File: src/rtl/branch_update_queue_if.sv
// rtl/branch_update_queue_if.sv - result-in / predictor-update-out bundle for branch_update_queue
interface branch_update_queue_if #(
    parameter int DEPTH   = 4,
    parameter int WAYS    = 2,
    parameter int INDEX_W = 9,
    parameter int TAG_W   = 19
);
    localparam int CNT_W = $clog2(DEPTH) + 1;

    logic               res_valid;
    logic               res_ready;
    logic [31:0]        res_pc;
    logic [31:0]        res_new_pc;
    logic               res_taken;
    logic               res_is_branch;
    logic               res_is_return;
    logic               res_is_call;
    logic               res_pred_used;
    logic [1:0]         res_pred_meta;
    logic [WAYS-1:0]    res_update_way;

    logic               upd_stall;
    logic [INDEX_W-1:0] upd_index;
    logic [TAG_W-1:0]   upd_tag;
    logic [1:0]         upd_meta;
    logic               upd_is_branch;
    logic               upd_is_return;
    logic               upd_is_call;
    logic [31:0]        upd_target;
    logic [WAYS-1:0]    upd_tag_we;
    logic [WAYS-1:0]    upd_target_we;

    logic [CNT_W-1:0]   count;

    modport master (
        output res_valid, res_pc, res_new_pc, res_taken, res_is_branch, res_is_return,
               res_is_call, res_pred_used, res_pred_meta, res_update_way, upd_stall,
        input  res_ready, upd_index, upd_tag, upd_meta, upd_is_branch, upd_is_return,
               upd_is_call, upd_target, upd_tag_we, upd_target_we, count
    );

    modport slave (
        input  res_valid, res_pc, res_new_pc, res_taken, res_is_branch, res_is_return,
               res_is_call, res_pred_used, res_pred_meta, res_update_way, upd_stall,
        output res_ready, upd_index, upd_tag, upd_meta, upd_is_branch, upd_is_return,
               upd_is_call, upd_target, upd_tag_we, upd_target_we, count
    );
endinterface

File: src/rtl/branch_update_queue.sv
// rtl/branch_update_queue.sv - in-order queue of resolved branches draining into predictor table writes
module branch_update_queue #(
    parameter int DEPTH   = 4,
    parameter int WAYS    = 2,
    parameter int INDEX_W = 9,
    parameter int TAG_W   = 19
) (
    input  logic                 clk,
    input  logic                 rst,
    branch_update_queue_if.slave bus
);
    localparam int PTR_W = $clog2(DEPTH);
    localparam int CNT_W = $clog2(DEPTH) + 1;
    localparam logic [CNT_W-1:0] FULL_CNT = CNT_W'(DEPTH);

    // Only the pc slices the predictor uses are kept; the rest of the pc is dropped at enqueue.
    typedef struct packed {
        logic [INDEX_W-1:0] index;
        logic [TAG_W-1:0]   tag;
        logic [31:0]        new_pc;
        logic               taken;
        logic               is_branch;
        logic               is_return;
        logic               is_call;
        logic               pred_used;
        logic [1:0]         pred_meta;
        logic [WAYS-1:0]    way;
    } entry_t;

    entry_t             mem [DEPTH];
    logic [PTR_W-1:0]   wr_ptr;
    logic [PTR_W-1:0]   rd_ptr;
    logic [CNT_W-1:0]   count_q;

    entry_t             in_entry;
    entry_t             head;
    logic               head_valid;
    logic               push;
    logic               pop;
    logic [1:0]         meta_next;
    logic               dir_changed;

    wire unused_pc_bits = &{1'b0, bus.res_pc[1:0], bus.res_pc[31:INDEX_W+2+TAG_W]};

    assign in_entry = '{
        index:     bus.res_pc[2 +: INDEX_W],
        tag:       bus.res_pc[INDEX_W+2 +: TAG_W],
        new_pc:    bus.res_new_pc,
        taken:     bus.res_taken,
        is_branch: bus.res_is_branch,
        is_return: bus.res_is_return,
        is_call:   bus.res_is_call,
        pred_used: bus.res_pred_used,
        pred_meta: bus.res_pred_meta,
        way:       bus.res_update_way
    };

    // Ready reflects the registered count only, so a pop never opens a slot in the same cycle.
    assign bus.res_ready = (count_q != FULL_CNT);
    assign head_valid    = (count_q != '0);
    assign push          = bus.res_valid && bus.res_ready;
    assign pop           = head_valid && !bus.upd_stall;
    assign head          = mem[rd_ptr];

    // Entry storage: contents need no reset because nothing strobes while the queue is empty.
    always_ff @(posedge clk) begin
        if (push) begin
            mem[wr_ptr] <= in_entry;
        end
    end

    // Pointer and occupancy tracking; pointers wrap naturally at the power-of-two depth.
    always_ff @(posedge clk) begin
        if (!rst) begin
            wr_ptr  <= '0;
            rd_ptr  <= '0;
            count_q <= '0;
        end else begin
            if (push) begin
                wr_ptr <= wr_ptr + PTR_W'(1);
            end
            if (pop) begin
                rd_ptr <= rd_ptr + PTR_W'(1);
            end
            case ({push, pop})
                2'b10:   count_q <= count_q + CNT_W'(1);
                2'b01:   count_q <= count_q - CNT_W'(1);
                default: count_q <= count_q;
            endcase
        end
    end

    // Two-bit counter update: unpredicted results seed a strong state, predicted ones step and saturate.
    always_comb begin
        meta_next = 2'b00;
        if (!head.pred_used) begin
            meta_next = head.taken ? 2'b11 : 2'b00;
        end else if (head.taken) begin
            meta_next = (head.pred_meta == 2'b11) ? 2'b11 : head.pred_meta + 2'd1;
        end else begin
            meta_next = (head.pred_meta == 2'b00) ? 2'b00 : head.pred_meta - 2'd1;
        end
    end

    // The target bank is only rewritten when the entry is new or its predicted direction flips.
    assign dir_changed = !head.pred_used || (head.pred_meta[1] ^ meta_next[1]);

    assign bus.upd_index     = head.index;
    assign bus.upd_tag       = head.tag;
    assign bus.upd_meta      = meta_next;
    assign bus.upd_is_branch = head.is_branch;
    assign bus.upd_is_return = head.is_return;
    assign bus.upd_is_call   = head.is_call;
    assign bus.upd_target    = head.new_pc;
    assign bus.upd_tag_we    = pop ? head.way : '0;
    assign bus.upd_target_we = bus.upd_tag_we & {WAYS{dir_changed}};
    assign bus.count         = count_q;
endmodule

File: src/flat_wrapper.sv
// flat-port wrapper written by rule: the top's interface ports become plain ports
module branch_update_queue_flat 
#(
    parameter int DEPTH   = 4,
    parameter int WAYS    = 2,
    parameter int INDEX_W = 9,
    parameter int TAG_W   = 19
)
  (clk, rst, bus_res_valid, bus_res_pc, bus_res_new_pc, bus_res_taken, bus_res_is_branch, bus_res_is_return, bus_res_is_call, bus_res_pred_used, bus_res_pred_meta, bus_res_update_way, bus_upd_stall, bus_res_ready, bus_upd_index, bus_upd_tag, bus_upd_meta, bus_upd_is_branch, bus_upd_is_return, bus_upd_is_call, bus_upd_target, bus_upd_tag_we, bus_upd_target_we, bus_count);
  branch_update_queue_if #(.DEPTH(DEPTH), .WAYS(WAYS), .INDEX_W(INDEX_W), .TAG_W(TAG_W)) bus_i ();
  input  logic clk;
  input  logic rst;
  input wire logic [$bits(bus_i.res_valid)-1:0] bus_res_valid;
  input wire logic [$bits(bus_i.res_pc)-1:0] bus_res_pc;
  input wire logic [$bits(bus_i.res_new_pc)-1:0] bus_res_new_pc;
  input wire logic [$bits(bus_i.res_taken)-1:0] bus_res_taken;
  input wire logic [$bits(bus_i.res_is_branch)-1:0] bus_res_is_branch;
  input wire logic [$bits(bus_i.res_is_return)-1:0] bus_res_is_return;
  input wire logic [$bits(bus_i.res_is_call)-1:0] bus_res_is_call;
  input wire logic [$bits(bus_i.res_pred_used)-1:0] bus_res_pred_used;
  input wire logic [$bits(bus_i.res_pred_meta)-1:0] bus_res_pred_meta;
  input wire logic [$bits(bus_i.res_update_way)-1:0] bus_res_update_way;
  input wire logic [$bits(bus_i.upd_stall)-1:0] bus_upd_stall;
  output wire logic [$bits(bus_i.res_ready)-1:0] bus_res_ready;
  output wire logic [$bits(bus_i.upd_index)-1:0] bus_upd_index;
  output wire logic [$bits(bus_i.upd_tag)-1:0] bus_upd_tag;
  output wire logic [$bits(bus_i.upd_meta)-1:0] bus_upd_meta;
  output wire logic [$bits(bus_i.upd_is_branch)-1:0] bus_upd_is_branch;
  output wire logic [$bits(bus_i.upd_is_return)-1:0] bus_upd_is_return;
  output wire logic [$bits(bus_i.upd_is_call)-1:0] bus_upd_is_call;
  output wire logic [$bits(bus_i.upd_target)-1:0] bus_upd_target;
  output wire logic [$bits(bus_i.upd_tag_we)-1:0] bus_upd_tag_we;
  output wire logic [$bits(bus_i.upd_target_we)-1:0] bus_upd_target_we;
  output wire logic [$bits(bus_i.count)-1:0] bus_count;
  assign bus_i.res_valid = bus_res_valid;
  assign bus_i.res_pc = bus_res_pc;
  assign bus_i.res_new_pc = bus_res_new_pc;
  assign bus_i.res_taken = bus_res_taken;
  assign bus_i.res_is_branch = bus_res_is_branch;
  assign bus_i.res_is_return = bus_res_is_return;
  assign bus_i.res_is_call = bus_res_is_call;
  assign bus_i.res_pred_used = bus_res_pred_used;
  assign bus_i.res_pred_meta = bus_res_pred_meta;
  assign bus_i.res_update_way = bus_res_update_way;
  assign bus_i.upd_stall = bus_upd_stall;
  assign bus_res_ready = bus_i.res_ready;
  assign bus_upd_index = bus_i.upd_index;
  assign bus_upd_tag = bus_i.upd_tag;
  assign bus_upd_meta = bus_i.upd_meta;
  assign bus_upd_is_branch = bus_i.upd_is_branch;
  assign bus_upd_is_return = bus_i.upd_is_return;
  assign bus_upd_is_call = bus_i.upd_is_call;
  assign bus_upd_target = bus_i.upd_target;
  assign bus_upd_tag_we = bus_i.upd_tag_we;
  assign bus_upd_target_we = bus_i.upd_target_we;
  assign bus_count = bus_i.count;
  branch_update_queue #(.DEPTH(DEPTH), .WAYS(WAYS), .INDEX_W(INDEX_W), .TAG_W(TAG_W)) u_core (.clk(clk), .rst(rst), .bus(bus_i));
endmodule
File: config.mk
export PLATFORM = sky130hd
export DESIGN_NAME = branch_update_queue_flat
export DESIGN_NICKNAME = d
export VERILOG_FILES = /design/src/rtl/branch_update_queue_if.sv /design/src/rtl/branch_update_queue.sv /design/src/flat_wrapper.sv
export SDC_FILE = /design/constraint.sdc
export NUM_CORES = 1
export LEC_CHECK = 0
export CORE_UTILIZATION = 35
export CTS_CLUSTER_DIAMETER = 50
export DETAILED_ROUTE_END_ITERATION = 16
export SLEW_MARGIN = 20
export SYNTH_ARGS = -nofsm -noshare
export SYNTH_HDL_FRONTEND = slang
export SYNTH_SLANG_ARGS = --single-unit
File: constraint.sdc
create_clock -name clk -period 6.2 [get_ports clk]
set_input_delay 0.93 -clock clk [delete_from_list [all_inputs] [get_ports clk]]
set_output_delay 0.93 -clock clk [all_outputs]
set_load 0.01 [all_outputs]
# ---- After elaboration in Yosys (flattened, before gate mapping)
# Memory sizes are Yosys's and may differ from the RTL's. A register that Yosys moved wholly into a read port is not among the register bits.
# Index checks and enable logic that the tools add are counted.
# Widths: inputs -> output; s select.
dict set report totals {
  wordCells 35
  in_bits 77
  regBits 7
  ram_bits 276
  n_memories 1
}
dict set report classes {
  mux 11
  n_bitwise 2
  add_sub_neg 6
  reduce_logical 8
  eq_ne 4
}
# memory depth word_bits rd rd_clocked_by_memory_dff wr line_no
set mem_list {}
lappend mem_list {u_core.mem 4 69 1 1 1 branch_update_queue.sv:30} ;# entry_t mem [DEPTH];
# op count
set op_table {}
lappend op_table {{$mux 2} 8}
lappend op_table {{$add 2x1->2 const B} 3}
lappend op_table {{$pmux 3 s2} 1}
lappend op_table {{$eq 2x2->1 const B} 2}
lappend op_table {{$add 3x1->3 const B} 1}
lappend op_table {{$ne 3x3->1 const B} 1}
lappend op_table {{$reduce_bool 3->1} 1}
lappend op_table {{$sub 3x1->3 const B} 1}
lappend op_table {{$and 2x2->2} 1}
lappend op_table {{$eq 2x1->1 const B} 1}
lappend op_table {{$logic_and 1x1->1} 2}
lappend op_table {{$logic_not 1->1} 2}
lappend op_table {{$logic_not 2->1} 1}
lappend op_table {{$mux 1} 2}
lappend op_table {{$reduce_bool 2->1} 1}
lappend op_table {{$sub 2x1->2 const B} 1}
lappend op_table {{$logic_or 1x1->1} 1}
lappend op_table {{$xor 1x1->1} 1}

# ---- Depth between registers and ports, before layout
# Gate-level depths: netlist of the first run.
dict set report depth {
  depth_word 7
  depth_mapped 8
  mapped_depth_nobuf 7
}

# ---- Worst setup path before layout of the first run
# OpenSTA, ideal clock, no wires.
dict set report synth_timing {
  path_type {input-to-reg}
  start {in bus_res_valid}
  end {mem u_core.mem[0][0] (netlist bit), enable pin}
  required_time_ns 5.765
  slack_ns 2.920
  arrival_ns 2.845
  setup_ns 0.435
  cell_stages 2
  path_buffers 1
  cell_sequence {buf_1 -> and3_1}
}
dict set report synth_via {
  elab_chain_len 3
}
# element line_no
set synth_lines {}
lappend synth_lines {{start: declaration} flat_wrapper.sv:13} ;# input wire logic [$bits(bus_i.res_valid)-1:0] bus_res_valid;
lappend synth_lines {{$logic_and 1x1->1} branch_update_queue.sv:61} ;# assign push = bus.res_valid && bus.res_ready;
lappend synth_lines {{$mux 1} branch_update_queue.sv:67} ;# if (push) begin
lappend synth_lines {{$mux 1 (implied by the code)} branch_update_queue.sv:68} ;# mem[wr_ptr] <= in_entry;
lappend synth_lines {{end: declaration} branch_update_queue.sv:30}
# No other way between the ends.

==> impl_metrics.ini, run 1 <==
[status]
status = finished, final reports clean

[worst_setup_path]
r2r_slack_ps = 3800
critPathMaxFanout = 39
worst_r2r_endpoint = u_core.mem[1][44]$_DFFE_PP_
criticalPathCategory = reg -> out
path_buf_inv = 2
crit_chain = buf_4 -> mux4_2 -> clkdlybuf4s50_1
crit_family = buffers and inverters
cp.required_ps = 5270
reg2reg_depth = 3
start_kind = flip-flop
cpPeakStageDelay_ps = 860
cp_data_arrival_time_ps = 3220
critPathCaptureType = primary output
r2r-start = u_core.bus.count[0]$_SDFFE_PN0P_
cp_slowest_cell = dfxtp_4

[floorplanning]
die_h_um = 175
die_w_um = 175
rows = 63
dieArea_um2 = 30700
boundaryPins = 150
core_area_um2 = 29600
start_util_pct = 35.5

[worst_hold_path]
min_from = u_core.rd_ptr[1]$_SDFFE_PN0P_
min_path_cells = 2
hold_class = reg -> reg

[final_layout]
fillers = 2516
area.sequential_um2 = 8480
layout-drive-gt1-share_pct = 20.1
multi_input_area_um2 = 1900
area_growth_pct = 27.5
design_area_um2 = 13400
nets = 676

[power_and_ir_drop]
netSwitchingFraction_pct = 24.4
pwr-share-comb_pct = 20.8
ir_worst_vdd_mv = 0.249
pwr-share-seq_pct = 46.4
p_sw_mw = 1.26
p_clk_share_pct = 32.8
internal_power_mw = 3.91
powerDensity_nw_per_um2 = 387
leakage_nw = 4.21

[route]
drt-total-wl_mm = 19.5
drc_errors = 0
wl_per_cell_um = 19.4
vias_per_cell = 4.77
firstDrtPassIters = 6
antenna_left = 0
drtIter0Drc = 291
vias = 4806

[cts]
root_buffer = clkbuf_16
cts_resized = 0
cts_setup_buffers = 0
clock_latency_ps = 530
clock_sinks = 285
tritoncts = built
htreeDepth = 1
clk_pin_slew_ps = 60
cts_hold_buf = 0
clk_path_buf_depth = 3
cts_inserted_buffers = 31

[synth]
ys_ff_latch = 285
synth-compound-area-share_pct = 1.00
synthAdderAreaFrac_pct = 0.787
synth_top_family_by_area = multiplexers
synth_edf_count = 276
synth_nets = 510
synthSimpleGateAreaFrac_pct = 1.04
synth_ff_type = edfxtp_1
yosys.area.top_type_share_pct = 79.0
yosysTopAreaCell = edfxtp_1
netlist-cell-type-count = 30
ys_warn_count = 0
async_flop_share_pct = 0
netlist_instances = 427
synth_xor_xnor_area_share_pct = 0.167
synth_mux_area_share_pct = 14.9
syn_area_per_cell_um2 = 24.6
synthTopCellsByArea = edfxtp_1 (79%), mux4_2 (15%), dfxtp_1 (1.7%)
synth_area_um2 = 10500
ys_seq_area_share_pct = 80.7

[global_route]
grt_overflow = 0
antenna_found_initial = 1
grt_usage_pct = 12.9
grt_max_degree = 70
grt_pass1_vias = 5263
grt_pass1_wl_mm = 30.3

[placement]
placed_cell_area_um2 = 12400
place.gp.congestion = 0.672
portBuffers = 145
dp_hpwl_mm = 11.2

[timing]
hold_viol_final = 0
fmax_ghz = 0.241
relSlewSlack_pct = 45.1
rsz0062_at_grt = false
period_needed_ps = 4150
tightest_slew_ps = 823
clock_skew_ps = 9.08
period_share_pct = 66.9
slew_violations = 0
finalSetupViolations = 0
timing.hold.ws_ps = 494
setup_tns_ps = 0

[run]
drv_cap = 0
tightest hold or removal path, delay by kind of cell (launching register included):
family | cells | cell delay, ps
AO/OA/AOI/OAI | 2 | 140
flip-flops | 1 | 310
registers in the layout, indices dropped and copies added (netlist names), named ones only:
| name | cells |
|---|---|
| u_core.rd_ptr | 2 |
| u_core.bus.count | 3 |
| u_core.mem | 276 |
| u_core.wr_ptr | 2 |
power by group through the flow:
stage	Combinational, mW	Sequential, mW	Clock (mW)
final	1.08	2.40	1.70
after global routing	1.16	2.42	1.82
after CTS	1.10	2.41	1.75
after detailed placement	1.09	2.45	0
after global placement	1.08	2.43	0
after floorplan	0.640	2.37	0
cells in the mapped netlist, types with 2 or more instances:
| cell type | n |
|---|---|
| a21oi_1 | 7 |
| clkbuf_1 | 2 |
| o22ai_1 | 2 |
| and3_1 | 4 |
| edfxtp_1 | 276 |
| buf_2 | 8 |
| nand3_1 | 5 |
| dfxtp_1 | 9 |
| mux4_2 | 69 |
| o21ai_0 | 2 |
| a21o_1 | 2 |
| nor2_1 | 3 |
| nand2_1 | 2 |
| inv_1 | 9 |
| or3_1 | 2 |
| ha_1 | 5 |
| buf_4 | 6 |
| a211oi_1 | 2 |
cell families after synthesis:
| logic type | count (synthesis) |
|---|---|
| flops | 285 |
| mux | 70 |
| buf+inv | 27 |
| simple gates | 20 |
| compound gates | 17 |
| fa+ha+maj | 6 |
| xor+xnor | 2 |
routing by layer:
| layer | share of wire, % | vias up | routed length (µm) | global-route usage (%) |
|---|---|---|---|---|
| met5 | 0 | - | 0 | 0 |
| met4 | 1.7 | 0 | 342 | 3.22 |
| met3 | 6.4 | 33 | 1240 | 3.31 |
| met2 | 50 | 114 | 9750 | 22.0 |
| met1 | 42 | 2507 | 8210 | 16.6 |
| li1 | - | 2152 | - | - |
stage by stage:
| stage | power (mW) | std cells | util [%] | worst slack, ps |
|---|---|---|---|---|
| finish | 5.17 | 1007 | 45.2 | 2050 |
| global route | 5.41 | 1006 | 45.2 | 1720 |
| CTS | 5.26 | 1005 | 45.1 | 1860 |
| detailed placement | 3.54 | 949 | 41.9 | 2450 |
| global placement | 3.52 | 949 | 41.9 | 2440 |
| floorplan | 3.01 | 427 | - | 2920 |
final cells by class:
cell class | instances | share of cell area, %
Timing Repair Buffer | 151 | 11.3
Inverter | 9 | 0.253
Multi-Input combinational cell | 115 | 14.2
Antenna cell | 1 | 0.0187
Tap cell | 390 | 3.65
Sequential cell | 285 | 63.4
Clock buffer | 36 | 5.94
Clock inverter | 20 | 1.20
how the worst max path moves through the flow:
| stage | from | to | slack, ps | cells past startpoint |
|---|---|---|---|---|
| final | flip-flop | bus_upd_target[13] | 2050 | 3 |
| after global routing | flip-flop | bus_upd_target[7] | 1720 | 3 |
| after CTS | flip-flop | bus_upd_tag[6] | 1860 | 3 |
| after detailed placement | flip-flop | bus_upd_tag[6] | 2450 | 3 |
| after global placement | flip-flop | bus_upd_tag[6] | 2440 | 3 |
| after floorplan | bus_res_valid | u_core.mem[0][0]$_DFFE_PP_ | 2920 | 2 |
cell usage in the layout (no fill, tap or decap):
master / count
inv_6: 1
inv_8: 1
mux4_2: 69
inv_1: 9
fa_1: 1
a21oi_1: 7
o22ai_1: 2
clkbuf_16: 31
clkinvlp_4: 3
bufinv_16: 2
xnor2_1: 1
clkinv_4: 1
nor2_1: 3
nand2_1: 2
buf_4: 5
buf_16: 1
mux2i_1: 1
o21ai_0: 2
a21o_1: 2
dfxtp_4: 2
nor2b_1: 1
nand3_1: 5
clkdlybuf4s50_1: 145
dfxtp_1: 7
a211oi_1: 2
clkinv_1: 9
clkbuf_1: 5
clkinv_2: 3
or4_1: 1
diode_2: 1
or3_1: 2
and3_4: 4
o31ai_1: 1
edfxtp_1: 276
or3b_2: 1
ha_1: 5
nor3_1: 1
o211a_1: 1
xor2_1: 1
Note: power is estimated with default switching activity, not from simulation.
==> inputs of run 2 (changes only) <==
==> constraint.sdc (replaced) <==
create_clock -name clk -period 4 [get_ports clk]
set_input_delay 0.6 -clock clk [delete_from_list [all_inputs] [get_ports clk]]
set_output_delay 0.6 -clock clk [all_outputs]
set_load 0.01 [all_outputs]
==> run 2 against run 1 <==
  * Worst hold slack improved by 19 ps
  * Wire length fell by 0.59%
  * Clock power rose by 68%
  * Register-to-register slack got worse by 2000 ps
  * Die area did not move
  * Critical path depth rose by 1
  * Sequential share of layout area fell by 0.56 points
  * Power rose by 60%
  * Global-route usage rose by 0.086 points
  * Sequential power rose by 52%
  * Non-clock buffer count rose by 1
  * Final area rose by 0.90%
  * Critical path type unchanged
  * Critical endpoint is now bus_upd_target_we[0]
  * Largest power group unchanged
  * Highest routed layer unchanged
==> impl_metrics.ini, run 2 (same netlist as run 1, synthesis figures left out) <==
[floorplanning]
die_w_um = 175
core_area_um2 = 29600
dieArea_um2 = 30700
start_util_pct = 35.5
boundaryPins = 150
die_h_um = 175
rows = 63

[final_layout]
multi_input_area_um2 = 1900
nets = 677
final_cell_mix = edfxtp_1 (276), clkdlybuf4s50_1 (145), mux4_2 (69), clkbuf_16 (31), inv_1 (9)
final_common_cell = edfxtp_1
final_util_pct = 45.6
fillers = 2495
largest_register_ffs = 276
layout-drive-gt1-share_pct = 20.9
area.sequential_um2 = 8480
area_growth_pct = 28.6
top_register = u_core.mem
fin_cells = 1009

[run]
drv_cap = 0

[power_and_ir_drop]
leakage_nw = 4.27
powerDensity_nw_per_um2 = 612
ir_worst_vdd_mv = 0.353
power_mw = 8.25

[timing]
tightest_slew_ps = 645
hold_viol_final = 0
finalSetupViolations = 0
rsz0062_at_grt = false
clock_skew_ps = 20.4
slew_violations = 0
period_share_pct = 84.6
timing.hold.ws_ps = 514
fmax_ghz = 0.295
period_needed_ps = 3380
relSlewSlack_pct = 57.0
setup_tns_ps = 0

[cts]
clock_latency_ps = 550
clk_pin_slew_ps = 60
htreeDepth = 1
cts_inserted_buffers = 31
tritoncts = built
clk_path_buf_depth = 3
cts_resized = 0
root_buffer = clkbuf_16
cts_hold_buf = 0
cts_setup_buffers = 0
clock_sinks = 285

[worst_setup_path]
cp.required_ps = 3400
start_kind = flip-flop
critPathMaxFanout = 39
r2r_slack_ps = 1820
cp_data_arrival_time_ps = 2780
criticalPathCategory = reg -> out
critPathCaptureType = primary output

[route]
drtIter0Drc = 288
drt-total-wl_mm = 19.4
firstDrtPassIters = 6
drc_errors = 0
antenna_left = 0
vias = 4823
vias_per_cell = 4.78
wl_per_cell_um = 19.3

[worst_hold_path]
hold_class = reg -> reg

[placement]
place_inst = 951
portBuffers = 145
place.gp.congestion = 0.678
dp_hpwl_mm = 11.7

[status]
status = finished, final reports clean

[global_route]
grt_pass1_vias = 5444
grt_overflow = 0
antenna_found_initial = 1
grt_pass1_wl_mm = 30.7
grt_max_degree = 40
grt_usage_pct = 13.0
-- run 2: changes by cell type in the layout (fill, tap and decap cells not counted) --
cell / before / now
clkinv_2: 3 / 4
clkbuf_1: 5 / 4
buf_12: 0 / 4
clkinv_4: 1 / 2
clkinv_1: 9 / 7
inv_8: 1 / 0
clkinvlp_4: 3 / 2
buf_4: 5 / 3
inv_6: 1 / 2
buf_16: 1 / 0
bufinv_16: 2 / 5
-- run 2: layer usage --
| layer | share of wire, % | global-route usage, % |
|---|---|---|
| met4 | 2.4 | 3.73 |
| met3 | 6.8 | 3.66 |
| met1 | 40 | 16.0 |
| met5 | 0 | 0 |
| met2 | 50 | 22.4 |
-- run 2: where the power goes --
part	internal (mW)	switching [mW]	total [mW]
clock	1.74	1.12	2.86
combinational	0.983	0.762	1.75
sequential	3.55	0.102	3.65
total	6.27	1.98	8.25
-- run 2: final timing paths --
kind                                       to                              from  cells past startpoint
max reg2reg  u_core.bus.count[2]$_SDFFE_PN0P_  u_core.bus.count[0]$_SDFFE_PN0P_                      7
max                      bus_upd_target_we[0]                         flip-flop                      4
min reg2reg                         flip-flop     u_core.rd_ptr[0]$_SDFFE_PN0P_                      2
min                                 flip-flop     u_core.rd_ptr[0]$_SDFFE_PN0P_                      2
-- run 2: stage by stage --
| stage | area (µm²) | worst slack (ps) |
|---|---|---|
| floorplan | 10500 | 929 |
| global placement | 12400 | 1150 |
| detailed placement | 12400 | 1140 |
| CTS | 13500 | 544 |
| global route | 13500 | 417 |
| finish | 13500 | 615 |
-- run 2: final cells by class --
type | count | area share [%]
diodes | 1 | 0.0186
clock buffers | 35 | 5.86
clock inverters | 22 | 1.83
inverters | 9 | 0.250
multi-input cells | 115 | 14.1
flip-flops and latches | 285 | 62.8
well taps | 390 | 3.62
repair buffers | 152 | 11.5
-- run 2: critical path: stages (launching register included) --
cell and delay, ps:
dfxtp_4 740, mux4_2 450, o211a_1 270, a211oi_1 210, clkdlybuf4s50_1 570
==> inputs of run 3 (changes only) <==
==> constraint.sdc (replaced) <==
create_clock -name clk -period 2.8 [get_ports clk]
set_input_delay 0.42 -clock clk [delete_from_list [all_inputs] [get_ports clk]]
set_output_delay 0.42 -clock clk [all_outputs]
set_load 0.01 [all_outputs]
==> run 3 against run 2 <==
  * Final area increased by 2.9%
  * Critical endpoint is now bus_upd_target_we[1]
  * Clock power increased by 49%
  * Worst hold slack got worse by 19 ps
  * Critical path depth increased by 2
  * Largest power group unchanged
  * Non-clock buffer count increased by 21
  * Register-to-register slack got worse by 1300 ps
  * Sequential share of layout area decreased by 1.8 points
  * Global-route usage increased by 0.66 points
==> impl_metrics.ini, run 3 (same netlist as run 1, synthesis figures left out) <==
[worst_setup_path]
crit_family = multiplexers
critPathCaptureType = primary output
cp_data_arrival_time_ps = 2280
cp_slowest_cell = mux4_2
crit_chain = buf_4 -> buf_4 -> mux4_2 -> o211a_1 -> a211oi_1 -> clkbuf_2
critPathMaxFanout = 7
cpPeakStageDelay_ps = 530
reg2reg_depth = 7
cp.depth = 6
criticalPathCategory = reg -> out
cp.required_ps = 2380
crit_path_frequent_cell = buf_4
path_buf_inv = 3
start_kind = flip-flop

[cts]
clk_pin_slew_ps = 60
clk_path_buf_depth = 3
cts_inserted_buffers = 34
root_buffer = clkbuf_16
clock_sinks = 285
clock_latency_ps = 500
tritoncts = built
htreeDepth = 2

[global_route]
grt_pass1_vias = 5521
grt_max_degree = 40
grt_usage_pct = 13.7
grt_pass1_wl_mm = 31.5
antenna_found_initial = 0
grt_overflow = 0

[worst_hold_path]
min_path_cells = 2
hold_class = reg -> reg

[timing]
clock_skew_ps = 14.7
relSlewSlack_pct = 68.4
hold_viol_final = 0
period_share_pct = 96.3
fmax_ghz = 0.371
period_needed_ps = 2700
finalSetupViolations = 0
tightest_slew_ps = 474
slew_violations = 0
rsz0062_at_grt = true

[placement]
place.gp.congestion = 0.715
dp_hpwl_mm = 11.9
portBuffers = 145
placed_cell_area_um2 = 12500
place_inst = 957

[final_layout]
fillers = 2442
final_cell_mix = edfxtp_1 (276), clkdlybuf4s50_1 (122), mux4_2 (69), clkbuf_16 (38), dlymetal6s2s_1 (17)
antenna_cells = 0
area_growth_pct = 32.4
final_common_cell = edfxtp_1
largest_register_ffs = 276
nets = 701
fin_cells = 1030
top_register = u_core.mem
design_area_um2 = 13900
layout-drive-gt1-share_pct = 24.4

[run]
drv_cap = 0

[floorplanning]
die_h_um = 175
die_w_um = 175
dieArea_um2 = 30700
rows = 63
start_util_pct = 35.5
core_area_um2 = 29600
boundaryPins = 150

[route]
wl_per_cell_um = 19.8
drtIter0Drc = 256
firstDrtPassIters = 4
vias = 4940
vias_per_cell = 4.80
antenna_left = 0
drt-total-wl_mm = 20.3
drc_errors = 0

[status]
status = finished, final reports clean

[power_and_ir_drop]
powerDensity_nw_per_um2 = 882
leakage_nw = 4.63
ir_worst_vdd_mv = 0.543
## run 3: changes by cell type in the layout (fill, tap and decap cells not counted), moves of 3 or more
cell	before	now
clkinv_1	7	4
bufinv_16	5	2
inv_8	0	3
buf_12	4	7
clkdlybuf4s50_1	145	122
clkinv_2	4	1
dlygate4sd2_1	0	4
dlymetal6s2s_1	0	17
clkbuf_16	31	38
clkbuf_1	4	7
buf_4	3	16
## run 3: report_power, final
group	switching, mW	total [mW]	internal (mW)
logic	1.20	2.80	1.60
registers	0.119	5.19	5.07
clock network	1.64	4.25	2.61
total	2.96	12.2	9.28
## run 3: timing repair
| item | 4_1_cts | 5_1_grt |
|---|---|---|
| cloned | 2 | 1 |
| hold buffers | 0 | 0 |
| buffers inserted | 8 | 4 |
| gates resized for setup | 11 | 28 |
| setup endpoints to repair | 53 | 51 |
| hold endpoints to repair | 0 | 0 |
| pin swaps | 0 | 1 |
## run 3: area by class of cell
| class | instances | area, µm² | share of cell area [%] |
|---|---|---|---|
| Timing Repair Buffer | 173 | 1860 | 13.4 |
| Tap cell | 390 | 488 | 3.52 |
| Inverter | 9 | 33.8 | 0.243 |
| Sequential cell | 285 | 8480 | 61.1 |
| Clock inverter | 14 | 155 | 1.12 |
| Clock buffer | 44 | 952 | 6.86 |
| Multi-Input combinational cell | 115 | 1910 | 13.8 |
## run 3: routing by layer
layer  share of wire (%)  track usage [%]  vias to the layer above
li1                    -                -                     2207
met1                  41             16.4                     2565
met2                  52             24.0                      127
met3                 5.6             3.74                       41
met4                 2.2             4.28                        0
met5                   0                0                        -
## run 3: worst min-delay path: stages, from the launching register on
cell	delay (ps)
dfxtp_1	300
o31ai_1	70
a21oi_1	80
## run 3: through the flow
stage               hold slack (ps)  utilization [%]  power, mW  setup slack, ps  setup TNS, ps
floorplan                       453                -       6.65              491              0
global placement                465             42.4       7.84              337              0
detailed placement              479             42.4       7.91              287              0
CTS                             498             46.6       12.4            0.262              0
global route                    549             47.0       12.8            -7.28          -11.2
finish                          495             47.0       12.2              105              0
## run 3: path summary, 6_finish.rpt
path,endpoint,slack (ps),from
min,flip-flop,490,u_core.rd_ptr[1]$_SDFFE_PN0P_
max,bus_upd_target_we[1],100,flip-flop
max reg2reg,u_core.bus.count[2]$_SDFFE_PN0P_,560,u_core.bus.count[0]$_SDFFE_PN0P_
min reg2reg,flip-flop,490,u_core.rd_ptr[1]$_SDFFE_PN0P_
